**src/rtl/sdram_cpu_bridge_pkg.sv**
```systemverilog
// Shared types for the CPU-to-SDRAM byte bridge: top-level sequencer states,
// byte-issuer phases and the default address width.
package sdram_cpu_bridge_pkg;
  localparam int ADDR_W_DEFAULT = 26;

  typedef enum logic [3:0] {
    S_IDLE,
    S_DECIDE,
    S_DUMMY_GUARD,
    S_DUMMY_WAIT,
    S_ISSUE,
    S_SHADOW,
    S_GUARD,
    S_WAIT,
    S_NEXT,
    S_DONE
  } bridge_state_t;

  typedef enum logic [1:0] {
    P_IDLE,
    P_GUARD,
    P_WAIT
  } issue_phase_t;
endpackage

```
**src/rtl/sdram_byte_issuer.sv**
```systemverilog
// Issues one byte access to the controller: latch address/we/data, ignore the
// stale ready level for a few cycles, then wait for ready or time out.
module sdram_byte_issuer
  import sdram_cpu_bridge_pkg::*;
#(
  parameter int ADDR_W         = ADDR_W_DEFAULT,
  parameter int GUARD_CYCLES   = 2,
  parameter int TIMEOUT_CYCLES = 1024
) (
  input  logic              clk,
  input  logic              rst_n,
  input  logic              start,
  input  logic [ADDR_W-1:0] addr,
  input  logic              we,
  input  logic [7:0]        wdata,
  input  logic              mem_ready,
  input  logic [7:0]        mem_q,
  output logic [ADDR_W-1:0] mem_address,
  output logic              mem_we,
  output logic [7:0]        mem_data,
  output logic              guarding,
  output logic              done,
  output logic              timeout,
  output logic [7:0]        q
);
  localparam int GW = $clog2(GUARD_CYCLES + 2);
  localparam int TW = $clog2(TIMEOUT_CYCLES + 1);
  localparam logic [GW-1:0] GUARD_LAST = GW'(GUARD_CYCLES > 0 ? GUARD_CYCLES - 1 : 0);
  localparam logic [TW-1:0] TMO_LAST   = TW'(TIMEOUT_CYCLES - 1);

  issue_phase_t  phase;
  logic [GW-1:0] guard_cnt;
  logic [TW-1:0] tmo_cnt;

  assign guarding = (phase == P_GUARD);

  always_ff @(posedge clk or negedge rst_n) begin
    if (!rst_n) begin
      phase       <= P_IDLE;
      guard_cnt   <= '0;
      tmo_cnt     <= '0;
      mem_address <= '0;
      mem_we      <= 1'b0;
      mem_data    <= '0;
      done        <= 1'b0;
      timeout     <= 1'b0;
      q           <= '0;
    end else begin
      done <= 1'b0;
      case (phase)
        P_IDLE: begin
          if (start) begin
            mem_address <= addr;
            mem_we      <= we;
            mem_data    <= wdata;
            guard_cnt   <= '0;
            tmo_cnt     <= '0;
            phase       <= (GUARD_CYCLES > 0) ? P_GUARD : P_WAIT;
          end
        end
        // The timeout budget spans guard and wait together.
        P_GUARD: begin
          tmo_cnt <= tmo_cnt + 1'b1;
          if (guard_cnt == GUARD_LAST) phase <= P_WAIT;
          else guard_cnt <= guard_cnt + 1'b1;
        end
        P_WAIT: begin
          if (mem_ready) begin
            done    <= 1'b1;
            timeout <= 1'b0;
            q       <= mem_q;
            phase   <= P_IDLE;
          end else if (tmo_cnt >= TMO_LAST) begin
            done    <= 1'b1;
            timeout <= 1'b1;
            phase   <= P_IDLE;
          end else begin
            tmo_cnt <= tmo_cnt + 1'b1;
          end
        end
        default: phase <= P_IDLE;
      endcase
    end
  end
endmodule

```
**src/rtl/sdram_cpu_bridge.sv**
```systemverilog
// Splits CPU byte/word requests into byte accesses on a controller that only
// starts on an address change; same-address cases use a shadow byte or a dummy read.
module sdram_cpu_bridge
  import sdram_cpu_bridge_pkg::*;
#(
  parameter int GUARD_CYCLES   = 2,
  parameter int TIMEOUT_CYCLES = 1024,
  parameter int ADDR_W         = ADDR_W_DEFAULT
) (
  input  logic              clock_100_mhz,
  input  logic              reset_n,
  input  logic              cpu_req,
  input  logic              cpu_we,
  input  logic              cpu_wide,
  input  logic [ADDR_W-1:0] cpu_address,
  input  logic [15:0]       cpu_wdata,
  output logic [15:0]       cpu_rdata,
  output logic              cpu_busy,
  output logic              cpu_done,
  output logic              cpu_error,
  output logic [ADDR_W-1:0] mem_address,
  output logic              mem_we,
  output logic [7:0]        mem_data,
  input  logic [7:0]        mem_q,
  input  logic              mem_ready
);
  bridge_state_t     state;
  logic              req_we, req_wide, byte_idx;
  logic [ADDR_W-1:0] req_addr, last_addr;
  logic [15:0]       req_wdata;
  logic [7:0]        shadow, res_lo, res_hi;
  logic              shadow_valid, unsynced;

  logic [ADDR_W-1:0] target, iss_addr;
  logic [7:0]        wbyte, iss_q;
  logic              shadow_hit, need_dummy, iss_start, iss_we;
  logic              iss_guarding, iss_done, iss_timeout;

  assign target     = byte_idx ? req_addr + 1'b1 : req_addr;
  assign wbyte      = byte_idx ? req_wdata[15:8] : req_wdata[7:0];
  assign shadow_hit = (target == last_addr) && !req_we && shadow_valid;
  assign need_dummy = unsynced || (target == last_addr);
  // The dummy read goes to the neighbouring byte so the address latch moves.
  assign iss_start  = (state == S_ISSUE) || (state == S_DECIDE && !shadow_hit && need_dummy);
  assign iss_addr   = (state == S_ISSUE) ? target : {target[ADDR_W-1:1], ~target[0]};
  assign iss_we     = (state == S_ISSUE) && req_we;

  sdram_byte_issuer #(
    .ADDR_W(ADDR_W), .GUARD_CYCLES(GUARD_CYCLES), .TIMEOUT_CYCLES(TIMEOUT_CYCLES)
  ) u_issuer (
    .clk(clock_100_mhz), .rst_n(reset_n), .start(iss_start), .addr(iss_addr),
    .we(iss_we), .wdata(wbyte), .mem_ready(mem_ready), .mem_q(mem_q),
    .mem_address(mem_address), .mem_we(mem_we), .mem_data(mem_data),
    .guarding(iss_guarding), .done(iss_done), .timeout(iss_timeout), .q(iss_q)
  );

  always_ff @(posedge clock_100_mhz or negedge reset_n) begin
    if (!reset_n) begin
      state <= S_IDLE;
      {req_we, req_wide, byte_idx} <= '0;
      req_addr <= '0;
      req_wdata <= '0;
      last_addr <= '0;
      {shadow, res_lo, res_hi} <= '0;
      shadow_valid <= 1'b0;
      unsynced <= 1'b1;
      cpu_rdata <= '0;
      cpu_busy <= 1'b0;
      cpu_done <= 1'b0;
      cpu_error <= 1'b0;
    end else if ((state == S_DUMMY_WAIT || state == S_WAIT) && iss_done && iss_timeout) begin
      shadow_valid <= 1'b0;
      unsynced <= 1'b1;
      cpu_done <= 1'b1;
      cpu_error <= 1'b1;
      state <= S_DONE;
    end else begin
      case (state)
        S_IDLE: begin
          if (cpu_req) begin
            req_we <= cpu_we;
            req_wide <= cpu_wide;
            req_addr <= cpu_address;
            req_wdata <= cpu_wdata;
            byte_idx <= 1'b0;
            cpu_busy <= 1'b1;
            state <= S_DECIDE;
          end
        end
        S_DECIDE: begin
          if (shadow_hit) begin
            if (byte_idx) res_hi <= shadow;
            else res_lo <= shadow;
            state <= S_SHADOW;
          end else if (need_dummy) begin
            last_addr <= iss_addr;
            state <= S_DUMMY_GUARD;
          end else begin
            state <= S_ISSUE;
          end
        end
        S_DUMMY_GUARD: if (!iss_guarding) state <= S_DUMMY_WAIT;
        S_DUMMY_WAIT:  if (iss_done) state <= S_ISSUE;
        S_ISSUE: begin
          last_addr <= target;
          state <= S_GUARD;
        end
        S_GUARD: if (!iss_guarding) state <= S_WAIT;
        S_WAIT: begin
          if (iss_done) begin
            if (!req_we && byte_idx) res_hi <= iss_q;
            if (!req_we && !byte_idx) res_lo <= iss_q;
            shadow <= req_we ? wbyte : iss_q;
            shadow_valid <= 1'b1;
            unsynced <= 1'b0;
            state <= S_NEXT;
          end
        end
        S_SHADOW, S_NEXT: begin
          if (req_wide && !byte_idx) begin
            byte_idx <= 1'b1;
            state <= S_DECIDE;
          end else begin
            cpu_done <= 1'b1;
            cpu_error <= 1'b0;
            cpu_rdata <= {req_wide ? res_hi : 8'h00, res_lo};
            state <= S_DONE;
          end
        end
        S_DONE: begin
          cpu_done <= 1'b0;
          cpu_busy <= 1'b0;
          state <= S_IDLE;
        end
        default: state <= S_IDLE;
      endcase
    end
  end
endmodule
```
**config.mk**
```make
export PLATFORM = sky130hd
export DESIGN_NAME = sdram_cpu_bridge
export DESIGN_NICKNAME = d
export VERILOG_FILES = /design/src/rtl/sdram_cpu_bridge_pkg.sv /design/src/rtl/sdram_byte_issuer.sv /design/src/rtl/sdram_cpu_bridge.sv
export SDC_FILE = /design/constraint.sdc
export NUM_CORES = 1
export LEC_CHECK = 0
export CORE_UTILIZATION = 64
export CTS_CLUSTER_DIAMETER = 60
export DETAILED_ROUTE_END_ITERATION = 16
export DONT_BUFFER_PORTS = 1
export PLACE_DENSITY = 0.88
export SLEW_MARGIN = 10
export SYNTH_ARGS = -nofsm -noshare
export SYNTH_HDL_FRONTEND = slang
export SYNTH_SLANG_ARGS = --single-unit
```
**constraint.sdc**
```tcl
create_clock -name clock_100_mhz -period 3.7 [get_ports clock_100_mhz]
set_input_delay 0.925 -clock clock_100_mhz [delete_from_list [all_inputs] [get_ports clock_100_mhz]]
set_output_delay 0.925 -clock clock_100_mhz [all_outputs]
set_load 0.02 [all_outputs]
```
; Word-level counts from Yosys, hierarchy flattened
; Index checks and enable logic that the tools add are counted.
[word_totals]
ff_bits = 180
output_inout_bits = 54
word_cells = 178
[op_classes]
addsub = 3
n_lt_le_gt_ge = 1
eq_ne = 36
n_mux = 62
bitwise_logic = 3
reduce_logical = 48
[op_table]
columns = cell, count
row1 = $mux W8, 11
row2 = $mux W26, 3
row3 = $pmux W26 S2, 1
row4 = $mux W11, 3
row5 = $pmux W11 S3, 1
row6 = $pmux W4 S8, 1
row7 = $pmux W8 S2, 2
row8 = $mux W4, 7
row9 = $add A26 B1 Y26 const B, 1
row10 = $eq A26 B26 Y1, 1
row11 = $ne A2 B2 Y1 const B, 12
row12 = $mux W1, 20
row13 = $reduce_and A3 Y1, 6
row14 = $reduce_bool A2 Y1, 9
row15 = $eq A4 B3 Y1 const B, 4
row16 = $mux W2, 6
row17 = $ne A3 B3 Y1 const B, 4
row18 = $reduce_and A2 Y1, 6
row19 = $reduce_and A4 Y1, 3
row20 = $reduce_and A6 Y1, 2
row21 = $add A11 B1 Y11 const B, 1
row22 = $ge A11 B10 Y1 const B, 1
row23 = $logic_and A1 B1 Y1, 10
row24 = $eq A4 B2 Y1 const B, 2
row25 = other kinds (20), 36

; Logic depth before layout (Yosys ltp)
; Gate-level depths: netlist of run 1.
[depth]
depth_word = 11
mapped_depth = 14

; Hierarchy
; Synthesis of run 1 repeated with hierarchy kept, for this count alone.
[unflattened]
hier_cells = 791
hier_area_um2 = 9136.3
[modules_own_cells]
columns = mod, instances, cells_each, area_per_inst_um2, seq_area_each_um2
row1 = sdram_cpu_bridge, 1, 591, 6533.8, 3004.1
row2 = sdram_byte_issuer, 1, 200, 2602.5, 1501.4

; Least setup slack after synthesis of run 1
; No wires, ideal clock.
[synth_timing]
path_type = reg-to-reg
startpoint = reg req_addr[0]
endpoint = reg res_lo[0]
setup_ns = 0.125
t_arrival_ns = 3.132
required_ns = 3.575
slack_ns = 0.444
stages_incl_launch_ff = 12
synth_period_minus_slack_ns = 3.256
cell_sequence = dfrtp_1 -> ha_1 -> nand4_4 -> or3_1 -> nor3_2 -> nor3b_1 -> nor4b_1 -> and3_1 -> nand4_4 -> o22a_4 -> nor3_4 -> mux2_2
[synth_between]
elab_chain_len = 7
[synth_rtl]
columns = element, line
row1 = from (decl), sdram_cpu_bridge.sv:29  ; logic [ADDR_W-1:0] req_addr, last_addr;
row2 = from (signal assigned), sdram_cpu_bridge.sv:83  ; req_addr <= cpu_address;
row3 = $add A26 B1 Y26, sdram_cpu_bridge.sv:39  ; assign target = byte_idx ? req_addr + 1'b1 : req_addr;
row4 = $mux W26 *, sdram_cpu_bridge.sv:39
row5 = $eq A26 B26 Y1 *, sdram_cpu_bridge.sv:41  ; assign shadow_hit = (target == last_addr) && !req_we && shadow_valid;
row6 = $logic_and A1 B1 Y1 * (2 in a row), sdram_cpu_bridge.sv:41
row7 = $ne A2 B2 Y1 (no line) *, -
row8 = $reduce_and A6 Y1 (no line) *, -
row9 = to (signal assigned), sdram_cpu_bridge.sv:93  ; else res_lo <= shadow;
row10 = to (signal assigned), sdram_cpu_bridge.sv:112  ; if (!req_we && !byte_idx) res_lo <= iss_q;
row11 = to (decl), sdram_cpu_bridge.sv:31  ; logic [7:0] shadow, res_lo, res_hi;
; Mark *: on every way between the ends. The rest lies on a longest branch, timed or not.
; A chain may end at the register's enable or synchronous reset.

; Final worst setup path of run 1
[layout_timing]
startpoint = reg req_addr[5]
endpoint = reg u_issuer.tmo_cnt[2]
[layout_between]
elab_chain_len = 11
elab_cells_between_ends = 12
cone_classes = 1 x add/sub / 2 x eq/ne / 1 x mux / 8 x reduce/logical
[layout_rtl]
columns = element, line
row1 = $add A26 B1 Y26, sdram_cpu_bridge.sv:39
row2 = $mux W26 *, sdram_cpu_bridge.sv:39
row3 = $eq A26 B26 Y1 *, "sdram_cpu_bridge.sv:41, sdram_cpu_bridge.sv:42"
row4 = $logic_and A1 B1 Y1 (2 in a row), sdram_cpu_bridge.sv:41
row5 = $logic_not A1 Y1, sdram_cpu_bridge.sv:44  ; assign iss_start = (state == S_ISSUE) || (state == S_DECIDE && !shadow_hit && need_dummy);
row6 = $logic_and A1 B1 Y1, sdram_cpu_bridge.sv:44
row7 = $logic_and A1 B1 Y1 *, sdram_cpu_bridge.sv:44
row8 = $logic_or A1 B1 Y1 *, sdram_cpu_bridge.sv:44
row9 = $ne A2 B2 Y1 (no line) *, -
row10 = $reduce_and A4 Y1 (no line) *, -
row11 = to (signal assigned), sdram_byte_issuer.sv:63  ; tmo_cnt <= tmo_cnt + 1'b1;
row12 = to (signal assigned), sdram_byte_issuer.sv:78  ; tmo_cnt <= tmo_cnt + 1'b1;
row13 = to (decl), sdram_byte_issuer.sv:33  ; logic [TW-1:0] tmo_cnt;
; Marks and branches as above.

==> impl_metrics.toml, run 1 <==
[routing]
drtIter0Drc = 745
wl_mm = 21.61
drtAntennaViolNets = 0
dr_total_vias = 6509
drc_errors = 0
firstDrtPassIters = 5
wl_per_cell_um = 21.96
viasPerCell = 6.615

[layout]
fill_cells = 869
num_antenna_cells = 0
multiInputGateArea_mm2 = 0.004287
drive_gt1_frac = 0.2537
ff_latch_area_mm2 = 0.004508
final_util = 0.7362
area_delta_synth_final_pct = 10.10
fin_nets = 858

[timing]
final-hold-violation-count = 0
tightest_slew_ns = 0.8320
max_freq_ghz = 0.2758
slew-limit-headroom = 0.4411
setup_ws_ns = 0.07378
drv_slew = 0
holdWs_ns = 0.1876
skew_ns = 0.01433
fin_crit_ns = 3.626
finalSetupViolCount = 0
final.period_utilization = 0.9801

[floorplanning]
initial_core_util = 0.6687
io_pins = 110
core_mm2 = 0.01345
fp.dieH_um = 120.6
fp-row-count = 42
dieArea_mm2 = 0.01453
die_x_um = 120.6

[setup_path]
arrival_ns = 3.94
cpMostUsedCell = "nand4_1"
timing.rr.start = "req_addr[5]$_DFFE_PN0P_"
worst_r2r_endpoint = "u_issuer.tmo_cnt[2]$_DFFE_PN0P_"
r2r_slack_ns = 0.07
max_stage_delay_ns = 0.49
cp_cell_sequence = "nand4_1 -> nor4_4 -> mux2i_1 -> a2111oi_1 -> nand4_1 -> and4bb_2 -> a41o_2 -> a31oi_4 -> buf_4 -> a221o_1 -> a22o_1"
crit_end = "u_issuer.tmo_cnt[2]$_DFFE_PN0P_"
cp_max_fo = 13
rr_worst_depth = 11
crit_buf_inv = 1
critPathRequiredTime_ns = 4.02
cp-startpoint = "req_addr[5]$_DFFE_PN0P_"
path_class = "flop to flop"
cp.depth = 11
cp-start-kind = "flop"
critical-path-top-delay-family = "compound AO/OA/AOI/OAI gates"
cp_slowest_cell = "dfrtp_1"
endpoint_kind = "flop"

[global_route]
grt_max_degree = 181
overflow = 0
antenna_found_initial = 0
grt_pass1_wl_mm = 34.01
grt_pass1_vias = 6546
grt_util_all_layers = 0.3068

[synth]
ys.warnings.count = 0
syn_inst = 798
syn_area_per_cell_um2 = 11.27
synth.net_count = 860
ys_ff_latch = 180
ys_types = 73
synth_seq_area_share = 0.5008
synth_edf_count = 0
synth_ff_type = "dfrtp_1"
async_flop_share = 1.000
synth_area_mm2 = 0.008996

[power]
ir_worst_vdd_v = 0.0005466
leakage_nw = 4.331
power.density_mw_per_mm2 = 927.9

[min_path]
hold_class = "input pin to asynchronous set/reset pin"

[cts]
cts_buffers = 17
cts_tree = "done"
clkTransAtPathRegs_ns = 0.07
clock-root-buffer = "clkbuf_16"
clkLatencyLatePin_ns = 0.44
clk_path_buf_depth = 2
clock_sinks = 180
h-tree-depth = 4
cts_hold_buf = 0

[place]
port_buffers = 0
place.gp.congestion = 0.9255
place_ws_ns = 0.1171
hpwlAfterDp_mm = 14.24

[status]
outcome = "complete, no violations"

[run]
max_cap_violations = 0
[registers in the layout, indices dropped and copies added (netlist names), 2 cells and up]
register / cells
cpu_rdata: 16
last_addr: 26
req_addr: 26
req_wdata: 16
res_hi: 8
res_lo: 8
shadow: 8
state: 4
u_issuer.guard_cnt: 2
u_issuer.mem_address: 26
u_issuer.mem_data: 8
u_issuer.phase: 2
u_issuer.q: 8
u_issuer.tmo_cnt: 11
[cell usage after synthesis, drive strengths merged (18+ instances only)]
master	count	share of area
nand2	93	0.039
xor2	24	0.023
mux2	121	0.15
buf	18	0.013
o21ai	55	0.031
dfrtp	179	0.50
a21oi	18	0.010
inv	22	0.0092
clkbuf	29	0.012
xnor2	22	0.021
nor2	30	0.013
[through the flow]
step	setup TNS (ns)	instances	total power, mW	area (um2)
after floorplan	0	798	6.272	8996
after global placement	0	945	6.853	9129
after detailed placement	0	945	7.119	9129
after CTS	0	976	8.971	9708
after global routing	-0.2353	984	9.650	9905
final	0	984	9.190	9905
[where the power goes]
group / switching [mW] / internal, mW
clock network: 0.788 / 1.01
logic: 1.85 / 1.73
registers: 1.10 / 2.72
[layout make-up]
cell class / count / area share
clock buffer: 19 / 0.04371
clock inverter: 12 / 0.01478
inverter: 22 / 0.008338
multi-input combinational: 549 / 0.4328
sequential: 180 / 0.4552
tap: 176 / 0.02223
timing repair buffer: 26 / 0.02299
[logic make-up (layout without fill, tap and decap cells)]
family,Yosys count,in the layout,synth area share
buf+inv,69,79,0.03449
xor+xnor,49,49,0.05243
mux,133,133,0.1656
compound gates,141,141,0.1071
fa+ha+maj,6,6,0.008345
simple gates,220,220,0.1312
flops,180,180,0.5008
[worst min path at each step]
| stage | start | to | slack (ns) | cells past startpoint |
|---|---|---|---|---|
| after floorplan | shadow[0]$_DFFE_PN0P_ | shadow[0]$_DFFE_PN0P_ | 0.45 | 2 |
| after global placement | shadow[6]$_DFFE_PN0P_ | shadow[6]$_DFFE_PN0P_ | 0.46 | 2 |
| after detailed placement | shadow[7]$_DFFE_PN0P_ | shadow[7]$_DFFE_PN0P_ | 0.48 | 2 |
| after CTS | reset_n | state[0]$_DFFE_PN0P_ | 0.18 | 0 |
| after global routing | reset_n | req_addr[17]$_DFFE_PN0P_ | 0.17 | 0 |
| final | reset_n | req_addr[11]$_DFFE_PN0P_ | 0.19 | 0 |
[repair_timing]
item / 4_1_cts / 5_1_grt
endpoints found under the hold margin: 0 / 0
setup endpoints to repair: 0 / 92
resized for setup: 0 / 23
buffers inserted: 0 / 8
[worst register-to-register path, stage by stage (launching register included)]
cell       delay, ns
dfrtp_1         0.49
nand4_1         0.28
nor4_4          0.45
mux2i_1         0.15
a2111oi_1       0.38
nand4_1         0.18
and4bb_2        0.37
a41o_2          0.24
a31oi_4         0.20
buf_4           0.22
a221o_1         0.31
a22o_1          0.23
[per-layer routing]
metal | GRT usage | vias to the layer above | wire length (um)
met5 | 0 | - | 0
met4 | 0.1188 | 0 | 820
met3 | 0.08821 | 88 | 1689
met2 | 0.5122 | 322 | 10840
met1 | 0.3771 | 3248 | 8254
li1 | - | 2851 | -
[layout by cell type (no fill, tap or decap), types with 6 or more instances in the layout]
cell / instances
nand2_1: 91
o21ai_0: 55
nand2b_1: 8
o21a_1: 7
nand4_1: 12
nand3_1: 12
clkbuf_16: 17
xnor2_1: 21
mux2i_1: 12
a22o_1: 10
nor3_1: 8
mux2_1: 12
nor3b_1: 6
a31oi_1: 6
dfrtp_1: 177
a21oi_1: 18
o211ai_1: 7
nor2_1: 29
buf_4: 22
inv_1: 22
mux2_2: 107
a221o_1: 8
xor2_1: 24
(Power assumes the default switching activity.)
==> run 2: changes to the inputs <==
--- a/config.mk
+++ b/config.mk
@@ -5,6 +5,7 @@
 export SDC_FILE = /design/constraint.sdc
 export NUM_CORES = 1
 export LEC_CHECK = 0
+export ABC_AREA = 1
 export CORE_UTILIZATION = 64
 export CTS_CLUSTER_DIAMETER = 60
 export DETAILED_ROUTE_END_ITERATION = 16
==> run 2 against run 1 <==
Critical path type unchanged. Largest cell class unchanged. Die area fell by 1.0%. Highest routed layer unchanged. Clock skew decreased by 0.0039 ns. Final cell count up 38%. Clock power about the same. Core utilization shrank 1.4 points.
==> impl_metrics.toml, run 2 <==
[status]
outcome = "complete, no violations"

[layout]
layout.cells.non_filler = 1360
fin_nets = 1233
layout_common_cells = "496 x nand2_1, 179 x dfrtp_1, 98 x inv_1"
drive_gt1_frac = 0.05912
final_common_cell = "nand2_1"
num_antenna_cells = 0
stdcell_area_mm2 = 0.009674
area_delta_synth_final_pct = 8.657
largest_registers = "last_addr (26), req_addr (26), u_issuer.mem_address (26)"

[timing]
max_freq_ghz = 0.3120
skew_ns = 0.01039
tightest_slew_ns = 0.6751
final-hold-violation-count = 0
setup_ws_ns = 0.4949
finalSetupViolCount = 0
slew-limit-headroom = 0.5482
fin_crit_ns = 3.205
drv_slew = 0
tns_ns = 0
rsz0062_at_grt = "false"
final.period_utilization = 0.8662

[cts]
post_cts_resized = 0
h-tree-depth = 4
cts_hold_buf = 0
cts_tree = "done"
clkLatencyLatePin_ns = 0.45
cts_buffers = 17
post-cts-setup-buffers = 0
clkTransAtPathRegs_ns = 0.07
clk_path_buf_depth = 2
clock-root-buffer = "clkbuf_16"
clock_sinks = 180

[routing]
wl_mm = 21.00
drtAntennaViolNets = 0
wl_per_cell_um = 15.44
viasPerCell = 5.677
dr_total_vias = 7721
drtIter0Drc = 753
firstDrtPassIters = 5
drc_errors = 0

[place]
port_buffers = 0
numPlacedInstances = 1328
dpl-instance-area_mm2 = 0.009057
place_ws_ns = 0.2449
hpwlAfterDp_mm = 14.89
place.gp.congestion = 0.9059

[setup_path]
arrival_ns = 3.52
endpoint_kind = "flop"
critPathRequiredTime_ns = 4.02
path_class = "flop to flop"
cp_max_fo = 26
cp-start-kind = "flop"

[power]
leakage_nw = 4.933
total_power_mw = 8.628
clkPwrFrac = 0.210
p_int_mw = 4.720
swShare = 0.4529
power.density_mw_per_mm2 = 891.8
power_switching_mw = 3.907
p_comb_frac = 0.362
p_seq_frac = 0.428
ir_worst_vdd_v = 0.0005797

[synth]
synth_ff_type = "dfrtp_1"
async_flop_share = 1.000
yosys.area.top_type_share = 0.5031
syn_area_per_cell_um2 = 7.584
synthMostInstantiatedCell = "nand2_1"
synth.largest_area_cell = "dfrtp_1"
ys_top_cells_by_count = "496 x nand2_1, 179 x dfrtp_1, 99 x inv_1, 96 x nand3_1, 82 x o21ai_0"
ys_ff_latch = 180
ys.warnings.count = 0
synth_area_mm2 = 0.008904
synth_seq_area_share = 0.5060
synth.net_count = 1236
ys_types = 35
synth.area.top_cells = "dfrtp_1 50%, nand2_1 21%, nand3_1 5.4%, o21ai_0 4.6%, inv_1 4.2%"
syn_inst = 1174
synth_edf_count = 0

[global_route]
grt_pass1_vias = 7338
overflow = 0
antenna_found_initial = 0
grt_util_all_layers = 0.3150
grt_pass1_wl_mm = 35.09
grt_max_degree = 181

[floorplanning]
io_pins = 110
core_mm2 = 0.01340
initial_core_util = 0.6644
fp.dieH_um = 120.0
dieArea_mm2 = 0.01439
fp-row-count = 42
die_x_um = 120.0

[run]
max_cap_violations = 0

[min_path]
hold_class = "input pin to asynchronous set/reset pin"
==> run 2: kinds of logic (layout without fill, tap and decap cells) <==
family | Yosys count | in the layout | share of synthesized area
and+or+nand+nor | 709 | 709 | 0.3307
xor gates and xnor gates | 7 | 7 | 0.006886
buffers and inverters | 140 | 150 | 0.06450
AOI/OAI and AO/OA | 132 | 132 | 0.08347
adders and majority gates | 6 | 6 | 0.008431
DFF | 180 | 180 | 0.5060
==> run 2: cell type report <==
type                    instances  area [um2]
repair buffers                 14       117.6
flip-flops and latches        180        4506
clock buffers                  17       425.4
inverters                     104       392.9
clock inverters                15       170.2
multi-input cells             854        3842
well taps                     176       220.2
fillers                      1007        3726
==> run 2: routing by layer <==
layer	share of wire	vias up	GRT usage
li1	-	3717	-
met1	0.43	3657	0.4314
met2	0.47	314	0.4935
met3	0.081	33	0.07890
met4	0.015	0	0.1000
met5	0	-	0
==> run 2: path summary, 6_finish.rpt <==
path | from | endpoint | slack [ns] | cells after the start
max | req_addr[0]$_DFFE_PN0P_ | last_addr[10]$_DFFE_PN0P_ | 0.49 | 21
min | reset_n | u_issuer.mem_address[17]$_DFFE_PN0P_ | 0.18 | 0
max reg2reg | req_addr[0]$_DFFE_PN0P_ | last_addr[10]$_DFFE_PN0P_ | 0.49 | 21
min reg2reg | res_lo[6]$_DFFE_PN0P_ | res_lo[6]$_DFFE_PN0P_ | 0.48 | 2
max in group asynchronous | reset_n | unsynced$_DFFE_PN1P_ | 3.23 | 0
min in group clock_100_mhz | res_lo[6]$_DFFE_PN0P_ | res_lo[6]$_DFFE_PN0P_ | 0.48 | 2
==> run 2: power by group through the flow <==
| stage | logic [mW] | clock network [mW] | registers, mW |
|---|---|---|---|
| 6_report | 3.13 | 1.81 | 3.69 |
| 5_1_grt | 3.57 | 1.91 | 3.77 |
| 4_1_cts | 3.08 | 1.83 | 3.68 |
| 3_5_place_dp | 3.05 | 0 | 3.70 |
| 3_3_place_gp | 2.92 | 0 | 3.67 |
| 2_1_floorplan | 2.39 | 0 | 3.49 |
==> run 2: worst max-delay path, cell delays in order (launching register included) <==
cell and delay [ns]:
dfrtp_1 0.39, ha_1 0.18, nand2_1 0.10, nor2_4 0.26, nand2_1 0.16, nor2_1 0.23, nand2_1 0.08, nand2_1 0.08
nand2_1 0.08, nand2_1 0.06, nand2_1 0.05, nor2_1 0.08, nand2_1 0.05, nor2_1 0.15, nand2_1 0.10, nand2_1 0.08
nand3_2 0.14, nand2_8 0.20, buf_4 0.26, inv_4 0.15, nand2_1 0.09, o21ai_0 0.08
==> run 2: per-stage QoR <==
| stage | utilization | hold slack, ns |
|---|---|---|
| after global placement | 0.6759 | 0.4563 |
| final | 0.7219 | 0.1766 |
| after detailed placement | 0.6759 | 0.4599 |
| after floorplan | - | 0.4419 |
| after CTS | 0.7204 | 0.1640 |
| after global routing | 0.7219 | 0.1573 |
==> run 3: changes to the inputs <==
--- a/config.mk
+++ b/config.mk
@@ -11,6 +11,7 @@
 export DETAILED_ROUTE_END_ITERATION = 16
 export DONT_BUFFER_PORTS = 1
 export PLACE_DENSITY = 0.88
+export SKIP_LAST_GASP = 1
 export SLEW_MARGIN = 10
 export SYNTH_ARGS = -nofsm -noshare
 export SYNTH_HDL_FRONTEND = slang
==> results of run 3 <==
Same layout as run 2: the final DEF is identical, and so are final timing and power.
